==> src/rtl/gpu_column_drawer_pkg.sv <==
// Shared GPU package for the column drawer.
// Holds the default screen/texture geometry, the ceiling/floor colours
// and the column-drawer FSM state encoding.
package gpu_column_drawer_pkg;

    localparam int GPU_SCREEN_WIDTH  = 320;
    localparam int GPU_SCREEN_HEIGHT = 240;
    localparam int GPU_TEXTURE_SIZE  = 64;

    localparam logic [7:0] GPU_CEIL_COLOR  = 8'h11;
    localparam logic [7:0] GPU_FLOOR_COLOR = 8'h22;

    localparam logic [2:0] ST_IDLE    = 3'd0;
    localparam logic [2:0] ST_ROW     = 3'd1;
    localparam logic [2:0] ST_TEXWAIT = 3'd2;
    localparam logic [2:0] ST_WRITE   = 3'd3;
    localparam logic [2:0] ST_DONE    = 3'd4;

endpackage

==> src/rtl/gpu_column_drawer_if.sv <==
// Bus bundle between the column drawer and its environment.
//   start/column_x/distance/uv_x : column request, sampled on an accepted start
//   tex_rd_en/tex_addr/tex_rdata : texture ROM read, data one cycle after the strobe
//   fb_wr_*/fb_addr/fb_data      : framebuffer write channel
//   busy/done                    : column status
// Framebuffer handshake: a write transfers on a rising clock edge where
// fb_wr_valid and fb_wr_ready are both high; once fb_wr_valid is raised it
// stays high, and fb_addr/fb_data stay unchanged, until that edge.
// master = the column drawer, slave = the texture ROM / framebuffer side.
interface gpu_column_drawer_if;
    logic        start;
    logic [8:0]  column_x;
    logic [15:0] distance;
    logic [5:0]  uv_x;
    logic        tex_rd_en;
    logic [11:0] tex_addr;
    logic [7:0]  tex_rdata;
    logic        fb_wr_valid;
    logic        fb_wr_ready;
    logic [16:0] fb_addr;
    logic [7:0]  fb_data;
    logic        busy;
    logic        done;

    modport master (
        input  start, column_x, distance, uv_x, tex_rdata, fb_wr_ready,
        output tex_rd_en, tex_addr, fb_wr_valid, fb_addr, fb_data, busy, done
    );

    modport slave (
        output start, column_x, distance, uv_x, tex_rdata, fb_wr_ready,
        input  tex_rd_en, tex_addr, fb_wr_valid, fb_addr, fb_data, busy, done
    );
endinterface

==> src/rtl/gpuLookup.sv <==
// Wall-slice lookup for one screen row.
// Wall height in rows = SCREEN_HEIGHT(Q8.8) / distance(Q8.8); the slice is
// centred on the middle row. A row is inside the wall when it lies strictly
// between top = mid - h/2 and bottom = mid + h/2.
//   row         : screen row
//   distance    : Q8.8 wall distance
//   inside_wall : row lies on the wall slice
//   uv_y        : texture row (unsaturated), (row - top) * TEXTURE_SIZE / h
module gpuLookup #(
    parameter logic [15:0] SCREEN_HEIGHT = 16'hF000,
    parameter int          TEXTURE_SIZE  = 64
) (
    input  logic [7:0]  row,
    input  logic [15:0] distance,
    output logic        inside_wall,
    output logic [15:0] uv_y
);
    localparam logic signed [17:0] MID_ROW = $signed(18'(SCREEN_HEIGHT >> 9));

    logic [15:0]        wall_h;
    logic signed [17:0] top;
    logic signed [17:0] bottom;
    logic signed [17:0] row_s;
    logic signed [17:0] offset;
    logic [23:0]        quotient;

    always_comb begin
        wall_h   = 16'd0;
        quotient = 24'd0;
        // A zero distance yields a zero-height slice rather than a divide by zero.
        if (distance != 16'd0) begin
            wall_h = SCREEN_HEIGHT / distance;
        end
        top         = MID_ROW - $signed({3'b000, wall_h[15:1]});
        bottom      = MID_ROW + $signed({3'b000, wall_h[15:1]});
        row_s       = $signed({10'd0, row});
        offset      = row_s - top;
        inside_wall = (row_s > top) && (row_s < bottom);
        // inside_wall implies wall_h > 0, so the divisor is never zero here.
        if (inside_wall) begin
            quotient = (24'($unsigned(offset)) * 24'(TEXTURE_SIZE)) / {8'd0, wall_h};
        end
        uv_y = (quotient > 24'h00FFFF) ? 16'hFFFF : quotient[15:0];
    end
endmodule

==> src/rtl/gpu_column_drawer.sv <==
// Column drawer: renders one vertical screen column into the framebuffer.
// For each row 0..SCREEN_HEIGHT-1 it either fetches a texel (wall rows) or
// uses the ceiling/floor colour, then issues one framebuffer write.
//   clk, rst_n : clock, asynchronous active-low reset
//   bus        : request, texture ROM and framebuffer signals (master side)
//   dbg_state  : current FSM state for observation
module gpu_column_drawer
    import gpu_column_drawer_pkg::*;
#(
    parameter int         SCREEN_WIDTH  = GPU_SCREEN_WIDTH,
    parameter int         SCREEN_HEIGHT = GPU_SCREEN_HEIGHT,
    parameter int         TEXTURE_SIZE  = GPU_TEXTURE_SIZE,
    parameter logic [7:0] CEIL_COLOR    = GPU_CEIL_COLOR,
    parameter logic [7:0] FLOOR_COLOR   = GPU_FLOOR_COLOR
) (
    input  logic                 clk,
    input  logic                 rst_n,
    gpu_column_drawer_if.master  bus,
    output logic [2:0]           dbg_state
);
    localparam logic [7:0]  LAST_ROW = 8'(SCREEN_HEIGHT - 1);
    localparam logic [7:0]  HALF_ROW = 8'(SCREEN_HEIGHT / 2);
    localparam logic [15:0] TEX_MAX  = 16'(TEXTURE_SIZE - 1);

    logic [2:0]  state;
    logic [7:0]  row;
    logic [8:0]  col_q;
    logic [15:0] dist_q;
    logic [5:0]  uvx_q;
    logic [16:0] addr_q;
    logic [7:0]  pix_q;

    logic        inside_wall;
    logic [15:0] uv_y_raw;
    logic [5:0]  uv_y;
    logic [16:0] row_addr;

    gpuLookup #(
        .SCREEN_HEIGHT (16'hF000),
        .TEXTURE_SIZE  (TEXTURE_SIZE)
    ) u_lookup (
        .row         (row),
        .distance    (dist_q),
        .inside_wall (inside_wall),
        .uv_y        (uv_y_raw)
    );

    assign uv_y     = (uv_y_raw > TEX_MAX) ? TEX_MAX[5:0] : uv_y_raw[5:0];
    assign row_addr = 17'(row) * 17'(SCREEN_WIDTH) + 17'(col_q);

    always_ff @(posedge clk or negedge rst_n) begin
        if (!rst_n) begin
            state  <= ST_IDLE;
            row    <= 8'd0;
            col_q  <= 9'd0;
            dist_q <= 16'd0;
            uvx_q  <= 6'd0;
            addr_q <= 17'd0;
            pix_q  <= 8'd0;
        end else begin
            case (state)
                ST_IDLE: begin
                    if (bus.start) begin
                        col_q  <= bus.column_x;
                        dist_q <= (bus.distance == 16'd0) ? 16'h0001 : bus.distance;
                        uvx_q  <= bus.uv_x;
                        row    <= 8'd0;
                        state  <= ST_ROW;
                    end
                end
                ST_ROW: begin
                    addr_q <= row_addr;
                    if (inside_wall) begin
                        state <= ST_TEXWAIT;
                    end else begin
                        pix_q <= (row < HALF_ROW) ? CEIL_COLOR : FLOOR_COLOR;
                        state <= ST_WRITE;
                    end
                end
                ST_TEXWAIT: begin
                    pix_q <= bus.tex_rdata;
                    state <= ST_WRITE;
                end
                ST_WRITE: begin
                    if (bus.fb_wr_ready) begin
                        if (row == LAST_ROW) begin
                            state <= ST_DONE;
                        end else begin
                            row   <= row + 8'd1;
                            state <= ST_ROW;
                        end
                    end
                end
                ST_DONE: state <= ST_IDLE;
                default: state <= ST_IDLE;
            endcase
        end
    end

    // Outputs decode from state so reset clears them in the same cycle.
    assign bus.tex_rd_en   = (state == ST_ROW) && inside_wall;
    assign bus.tex_addr    = bus.tex_rd_en ? {uv_y, uvx_q} : 12'd0;
    assign bus.fb_wr_valid = (state == ST_WRITE);
    assign bus.fb_addr     = addr_q;
    assign bus.fb_data     = pix_q;
    assign bus.busy        = (state != ST_IDLE);
    assign bus.done        = (state == ST_DONE);
    assign dbg_state       = state;

endmodule

==> src/flat_wrapper.sv <==
// flat-port wrapper written by rule: the top's interface ports become plain ports
module gpu_column_drawer_flat import gpu_column_drawer_pkg::*;
#(
    parameter int         SCREEN_WIDTH  = GPU_SCREEN_WIDTH,
    parameter int         SCREEN_HEIGHT = GPU_SCREEN_HEIGHT,
    parameter int         TEXTURE_SIZE  = GPU_TEXTURE_SIZE,
    parameter logic [7:0] CEIL_COLOR    = GPU_CEIL_COLOR,
    parameter logic [7:0] FLOOR_COLOR   = GPU_FLOOR_COLOR
)
  (clk, rst_n, dbg_state, bus_start, bus_column_x, bus_distance, bus_uv_x, bus_tex_rdata, bus_fb_wr_ready, bus_tex_rd_en, bus_tex_addr, bus_fb_wr_valid, bus_fb_addr, bus_fb_data, bus_busy, bus_done);
  gpu_column_drawer_if bus_i ();
  input  logic clk;
  input  logic rst_n;
  output logic [2:0] dbg_state;
  input wire logic [$bits(bus_i.start)-1:0] bus_start;
  input wire logic [$bits(bus_i.column_x)-1:0] bus_column_x;
  input wire logic [$bits(bus_i.distance)-1:0] bus_distance;
  input wire logic [$bits(bus_i.uv_x)-1:0] bus_uv_x;
  input wire logic [$bits(bus_i.tex_rdata)-1:0] bus_tex_rdata;
  input wire logic [$bits(bus_i.fb_wr_ready)-1:0] bus_fb_wr_ready;
  output wire logic [$bits(bus_i.tex_rd_en)-1:0] bus_tex_rd_en;
  output wire logic [$bits(bus_i.tex_addr)-1:0] bus_tex_addr;
  output wire logic [$bits(bus_i.fb_wr_valid)-1:0] bus_fb_wr_valid;
  output wire logic [$bits(bus_i.fb_addr)-1:0] bus_fb_addr;
  output wire logic [$bits(bus_i.fb_data)-1:0] bus_fb_data;
  output wire logic [$bits(bus_i.busy)-1:0] bus_busy;
  output wire logic [$bits(bus_i.done)-1:0] bus_done;
  assign bus_i.start = bus_start;
  assign bus_i.column_x = bus_column_x;
  assign bus_i.distance = bus_distance;
  assign bus_i.uv_x = bus_uv_x;
  assign bus_i.tex_rdata = bus_tex_rdata;
  assign bus_i.fb_wr_ready = bus_fb_wr_ready;
  assign bus_tex_rd_en = bus_i.tex_rd_en;
  assign bus_tex_addr = bus_i.tex_addr;
  assign bus_fb_wr_valid = bus_i.fb_wr_valid;
  assign bus_fb_addr = bus_i.fb_addr;
  assign bus_fb_data = bus_i.fb_data;
  assign bus_busy = bus_i.busy;
  assign bus_done = bus_i.done;
  gpu_column_drawer #(.SCREEN_WIDTH(SCREEN_WIDTH), .SCREEN_HEIGHT(SCREEN_HEIGHT), .TEXTURE_SIZE(TEXTURE_SIZE), .CEIL_COLOR(CEIL_COLOR), .FLOOR_COLOR(FLOOR_COLOR)) u_core (.clk(clk), .rst_n(rst_n), .bus(bus_i), .dbg_state(dbg_state));
endmodule
==> config.mk <==
export PLATFORM = sky130hd
export DESIGN_NAME = gpu_column_drawer_flat
export DESIGN_NICKNAME = d
export VERILOG_FILES = /design/src/rtl/gpu_column_drawer_pkg.sv /design/src/rtl/gpu_column_drawer_if.sv /design/src/rtl/gpuLookup.sv /design/src/rtl/gpu_column_drawer.sv /design/src/flat_wrapper.sv
export SDC_FILE = /design/constraint.sdc
export NUM_CORES = 1
export LEC_CHECK = 0
export CORE_MARGIN = 2
export CORE_UTILIZATION = 50
export CTS_CLUSTER_DIAMETER = 200
export CTS_CLUSTER_SIZE = 20
export DETAILED_ROUTE_END_ITERATION = 12
export PLACE_DENSITY = 0.73
export SYNTH_ARGS = -nofsm -noshare
export SYNTH_HDL_FRONTEND = slang
export SYNTH_SLANG_ARGS = --single-unit
==> constraint.sdc <==
create_clock -name clk -period 305.9 [get_ports clk]
set_input_delay 61.18 -clock clk [delete_from_list [all_inputs] [get_ports clk]]
set_output_delay 61.18 -clock clk [all_outputs]
set_load 0.02 [all_outputs]
==> results of run 1 <==
-- cell families (layout without fill, tap and decap cells) --
kind of cell	count (synthesis)	in the layout	share of synthesized area
xor gates and xnor gates	264	264	0.0916
DFF	67	67	0.0664
adders and majority gates	420	420	0.209
buffers and inverters	229	276	0.0356
muxes	151	151	0.0678
AOI/OAI and AO/OA	1145	1145	0.295
and+or+nand+nor	1225	1225	0.234
-- metal layers --
layer | GRT usage | vias to the layer above | share of wire | wire [um]
met5 | 0 | - | 0 | 0
met4 | 0.0821 | 0 | 0.028 | 2250
met3 | 0.0454 | 155 | 0.076 | 6110
met2 | 0.475 | 1049 | 0.43 | 34500
met1 | 0.416 | 12300 | 0.47 | 37500
li1 | - | 13100 | - | -
-- layout by cell type, fill, tap and decap left out, drive strengths merged, types with 11 or more instances in the layout --
cell and instances:
o311ai 11, xnor2 166, and4 13, a21o 133, nor3 118, inv 135
a21boi 17, a21oi 327, nand3 77, or2 21, nor2b 46, clkdlybuf4s50 85
buf 43, and2 29, nand2b 60, mux2 124, nand2 317, nand4 41
xor2 98, a31oi 30, o2111ai 14, o21a 92, or3 36, and3 35
ha 416, a2111oi 12, o21ai 251, o31ai 48, dfrtp 67, o211ai 18
o21bai 40, a31o 11, nor2 371, nor4 26, mux2i 27, a211oi 35
-- flip-flops by register name (all words and copies together) (netlist names) --
signal / cells
u_core.col_q: 9
u_core.dist_q: 16
u_core.bus.fb_data: 8
u_core.bus.fb_addr: 17
u_core.row: 8
u_core.uvx_q: 6
u_core.dbg_state: 3
-- per-stage QoR --
step                hold WS, ns  utilization  instance area (um^2)  setup WS, ns
floorplan                 0.435            -                 25200        165.34
global placement          0.456        0.539                 26900        157.71
detailed placement        0.457        0.539                 26900        155.96
CTS                       0.472        0.545                 27200        155.21
global route              0.502        0.545                 27200        145.84
finish                    0.468        0.545                 27200        153.45
-- critical path: cells and delay by family, from the launching register on --
family,cells,cell delay (ns)
buf+inv,16,3.15
compound gates,212,52.78
simple gates,88,17.88
flops,1,0.49
mux,9,3.02
fa+ha+maj,41,12.98
xor+xnor,3,0.47
-- cell usage after synthesis, types with 9 or more instances --
| master | number |
|---|---|
| and4_1 | 13 |
| nor2b_1 | 46 |
| a31oi_1 | 29 |
| inv_1 | 130 |
| nand3_1 | 75 |
| a21o_1 | 133 |
| nor2_1 | 370 |
| mux2i_1 | 24 |
| a21boi_0 | 14 |
| o2111ai_1 | 13 |
| and3_1 | 35 |
| o211ai_1 | 18 |
| mux2_2 | 117 |
| a31o_2 | 9 |
| and2_1 | 29 |
| or3_1 | 36 |
| nor3_1 | 115 |
| nor4_1 | 22 |
| xnor2_1 | 166 |
| xor2_1 | 98 |
| nand2_1 | 317 |
| nand4_1 | 41 |
| o21ai_1 | 15 |
| nand2b_1 | 60 |
| ha_1 | 416 |
| o21ai_0 | 232 |
| a21oi_1 | 325 |
| or2_2 | 17 |
| o31ai_1 | 47 |
| a211oi_1 | 33 |
| dfrtp_1 | 67 |
| o21bai_1 | 39 |
| o21a_1 | 92 |
| a22o_1 | 10 |
| clkbuf_1 | 83 |
-- cell type report --
class	instances	area, um^2
inverters	132	495
clock inverters	7	81.3
well taps	672	841
repair buffers	128	1170
clock buffers	9	225
flip-flops and latches	67	1680
multi-input cells	3205	22700
fillers	4839	22700
-- final timing paths --
path                                    from                    end  slack, ns  cells after the start
setup / recovery           u_core.dist_q[15]        bus_tex_addr[6]     153.45                    369
max in group asynchronous              rst_n          u_core.row[5]     244.29                      2
min in group asynchronous              rst_n  u_core.bus.fb_addr[4]      61.05                      2
setup reg to reg           u_core.dist_q[15]  u_core.bus.fb_data[5]     274.21                    123
hold / removal               u_core.col_q[2]  u_core.bus.fb_addr[2]       0.47                      2
hold reg to reg              u_core.col_q[2]  u_core.bus.fb_addr[2]       0.47                      2
==> impl_metrics.csv, run 1 <==
group,metric,value,unit
logic_synthesis,syn_inst,3501,
grt,grt.total_usage,0.298,
sta,rsz0062_at_grt,"false",
worst_setup_path,cp.arrival,91.27,ns
clock_tree,cts_buffer_depth,2,
detailed_routing,firstDrtPassIters,8,
run_status,status,"complete, no violations",
sta,period_share,0.498,
logic_synthesis,syn_area,25200,um^2
detailed_routing,wire_per_inst,19.0,um
logic_synthesis,seq_area_frac_synth,0.0664,
die,fp-row-count,82,
layout,drive_above_1_share,0.0727,
grt,grt_antenna_before_repair,0,
logic_synthesis,syn-num-nets,3964,
clock_tree,clk_pin_slew,0.06,ns
clock_tree,cts_resized,0,
logic_synthesis,ys_types,106,
logic_synthesis,yosys-top-cells-area,"ha_1 (21%), dfrtp_1 (6.6%), a21oi_1 (6.4%), xnor2_1 (5.8%), nor2_1 (5.5%)",
clock_tree,tritoncts,"done",
worst_setup_path,startpoint_type,"flop",
die,io_pins,87,
die,dieArea,52300,um^2
flow_run,max_cap_viol_count,0,
die,coreArea,50000,um^2
sta,worst_slew_pin_slew,1.20,ns
logic_synthesis,ys_warn_count,0,
logic_synthesis,synth_edf_count,0,
die,fp.dieW,229,um
clock_tree,cts_sinks,67,
grt,grt_pass1_vias,24600,
worst_setup_path,crit_type,"reg -> out",
worst_setup_path,endpoint_kind,"primary output",
sta,relSlewSlack,0.198,
layout,num_antenna_cells,0,
clock_tree,insertion_delay,0.35,ns
worst_setup_path,critPathSlowestCell,"a21oi_1",
place,io_buffer_count,86,
place,dpl.hpwl,62.9,mm
logic_synthesis,ys.flop_type,"dfrtp_1",
sta,report.final.slew_viol_count,0,
worst_setup_path,crit_top_cell,"ha_1",
layout,layout.nets,4006,
layout,syn2layout_area_growth,7.85,%
clock_tree,cts_buffers,9,
detailed_routing,totalWireLength,80.3,mm
die,dieHeight,229,um
sta,hold_violations,0,
clock_tree,hold_buffers,0,
worst_setup_path,crit_fanout,29,
die,initial_core_util,0.505,
logic_synthesis,async_reset_ff_frac,1.00,
layout,stdcell_count,4220,
sta,setup_viol,0,
logic_synthesis,synth_seq_cells,67,
grt,grt_pass1_wl,129,mm
clock_tree,htreeDepth,3,
sta,finClkSkew,0.0122,ns
grt,grt_max_degree,68,
logic_synthesis,syn_area_per_cell,7.21,um^2
place,routabilityCongestion,1.01,
place,dp_cells,4204,
clock_tree,post-cts-setup-buffers,0,
detailed_routing,ant_nets,0,
worst_setup_path,max_stage_delay,0.98,ns
sta,min_period,152.45,ns
detailed_routing,vias,26700,
detailed_routing,drtIter0Drc,2233,
detailed_routing,drc,0,
grt,gr-total-overflow,0,
worst_hold_path,hold_class,"reg -> reg",
logic_synthesis,synth_largest_area_cell,"ha_1",
detailed_routing,via_per_inst,6.32,
sta,max_freq,6.56,MHz
sta,fin_setup_tns,0,ns
logic_synthesis,synth.top_cell.area_share,0.206,
worst_setup_path,critPathRequiredTime,244.72,ns
clock_tree,cts_root_buffer,"clkbuf_16",
Power of run 1 is not shown: default switching activity piles up to over one toggle a cycle in this logic, so the estimate is an artifact.
==> run 2: changes to the inputs <==
clock period = 156.7 ns   (was 305.9 ns; I/O delays follow)
==> run 2 against run 1 <==
Register-to-register slack worse by 150 ns; utilization down 0.12 points; critical path type unchanged; worst setup slack worse by 120 ns; largest cell class unchanged; non-clock buffer count down 3; critical path depth down 5; first-iteration DRC count up 0.18%; flip-flop and latch count unchanged; design area down 0.23%; die area unchanged.
==> impl_metrics.csv, run 2 (same netlist as run 1, synthesis figures left out) <==
group,metric,value,unit
detailed_routing,ant_nets,0,
sta,max_freq,8.12,MHz
die,fp.dieW,229,um
detailed_routing,vias,26600,
die,coreArea,50000,um^2
grt,grt_max_degree,68,
clock_tree,cts_root_buffer,"clkbuf_16",
clock_tree,hold_buffers,0,
grt,gr-total-overflow,0,
clock_tree,post-cts-setup-buffers,0,
clock_tree,cts_resized,0,
grt,grt_pass1_vias,24500,
sta,finClkSkew,0.00838,ns
place,routabilityCongestion,1.01,
sta,fin_ws,33.49,ns
die,dieHeight,229,um
detailed_routing,via_per_inst,6.30,
die,initial_core_util,0.505,
sta,worst_slew_pin_slew,1.25,ns
die,dieArea,52300,um^2
layout,mostFrequentLayoutCell,"ha_1",
clock_tree,cts_buffers,9,
layout,nFillCells,4894,
detailed_routing,drtIter0Drc,2237,
die,fp-row-count,82,
worst_setup_path,endpoint_kind,"primary output",
layout,regArea,1680,um^2
grt,grt.total_usage,0.297,
clock_tree,htreeDepth,3,
layout,multi_input_area,22700,um^2
detailed_routing,drc,0,
worst_setup_path,crit_top_cell,"a21oi_1",
clock_tree,cts_buffer_depth,2,
worst_setup_path,reg2reg_depth,120,
place,io_buffer_count,86,
sta,relSlewSlack,0.166,
worst_setup_path,crit_fanout,29,
sta,setup_viol,0,
layout,drive_above_1_share,0.0717,
sta,period_share,0.786,
sta,holdWs,0.472,ns
sta,report.final.slew_viol_count,0,
detailed_routing,totalWireLength,80.3,mm
worst_setup_path,max_stage_delay,1.01,ns
detailed_routing,wire_per_inst,19.0,um
clock_tree,clk_pin_slew,0.06,ns
worst_setup_path,regToRegSetupSlack,124.97,ns
worst_setup_path,critPathRequiredTime,125.36,ns
worst_hold_path,hold_class,"reg -> reg",
place,dp_slack,36.03,ns
clock_tree,tritoncts,"done",
sta,fin_setup_tns,0,ns
layout,layout_common_cells,"ha_1 (416), nor2_1 (369), a21oi_1 (324)",
detailed_routing,firstDrtPassIters,6,
layout,largest_reg_flops,17,
sta,rsz0062_at_grt,"false",
sta,hold_violations,0,
worst_setup_path,cp.arrival,91.87,ns
grt,grt_pass1_wl,129,mm
layout,num_antenna_cells,0,
worst_setup_path,crit_type,"reg -> out",
clock_tree,cts_sinks,67,
run_status,status,"complete, no violations",
layout,syn2layout_area_growth,7.61,%
layout,layout.nets,4003,
die,io_pins,87,
place,dpl.hpwl,62.6,mm
worst_setup_path,r2r_start,"u_core.dist_q[15]",
worst_setup_path,r2r_end,"u_core.bus.fb_data[1]",
grt,grt_antenna_before_repair,0,
flow_run,max_cap_viol_count,0,
clock_tree,insertion_delay,0.35,ns
worst_setup_path,startpoint_type,"flop",
worst_setup_path,crit_start,"u_core.dist_q[15]",
sta,min_period,123.21,ns
worst_setup_path,critPathSlowestCell,"a21oi_1",
worst_setup_path,endpoint,"bus_tex_addr[6]",
-- run 2: cell count changes in the layout (fill, tap and decap cells not counted), sizes merged --
cell / previous run / this run
buf: 43 / 40
inv: 135 / 132
clkinv: 2 / 4
bufinv: 1 / 0
clkinvlp: 1 / 2
-- run 2: how the worst min path moves through the flow --
stage | from | endpoint | slack [ns] | cells after the start
detailed placement | u_core.bus.fb_addr[11] | u_core.bus.fb_addr[11] | 0.46 | 2
global placement | u_core.col_q[5] | u_core.bus.fb_addr[5] | 0.45 | 2
global route | u_core.col_q[1] | u_core.bus.fb_addr[1] | 0.49 | 2
floorplan | u_core.col_q[0] | u_core.bus.fb_addr[0] | 0.43 | 2
CTS | u_core.col_q[2] | u_core.bus.fb_addr[2] | 0.48 | 2
finish | u_core.col_q[2] | u_core.bus.fb_addr[2] | 0.47 | 2
-- run 2: final cells by class --
cell class                 instances  area share
multi-input combinational       3205       0.837
sequential                        67      0.0617
timing repair buffer             125      0.0423
tap                              672      0.0310
inverter                         132      0.0182
clock buffer                       9     0.00829
clock inverter                     6     0.00157
-- run 2: critical path, delay by kind of cell (launching register included) --
family | cells | cell delay (ns)
AOI/OAI and AO/OA | 210 | 54.06
buffers and inverters | 15 | 2.81
DFF | 1 | 0.48
adders and majority gates | 41 | 13.02
and+or+nand+nor | 86 | 17.48
muxes | 9 | 3.05
xor gates and xnor gates | 3 | 0.54
-- run 2: routing by layer --
metal	global-route usage	wire length, um	up-vias
li1	-	-	13100
met1	0.416	37200	12300
met2	0.474	34300	1019
met3	0.0408	6510	157
met4	0.0837	2310	0
met5	0	0	-
-- run 2: stage by stage --
step | instances | instance area, um^2 | util
after global placement | 4201 | 26900 | 0.538
after CTS | 4216 | 27200 | 0.543
after detailed placement | 4201 | 26900 | 0.538
after floorplan | 3501 | 25200 | -
final | 4216 | 27200 | 0.543
after global routing | 4216 | 27200 | 0.543
Power of run 2 is left out for the same reason.
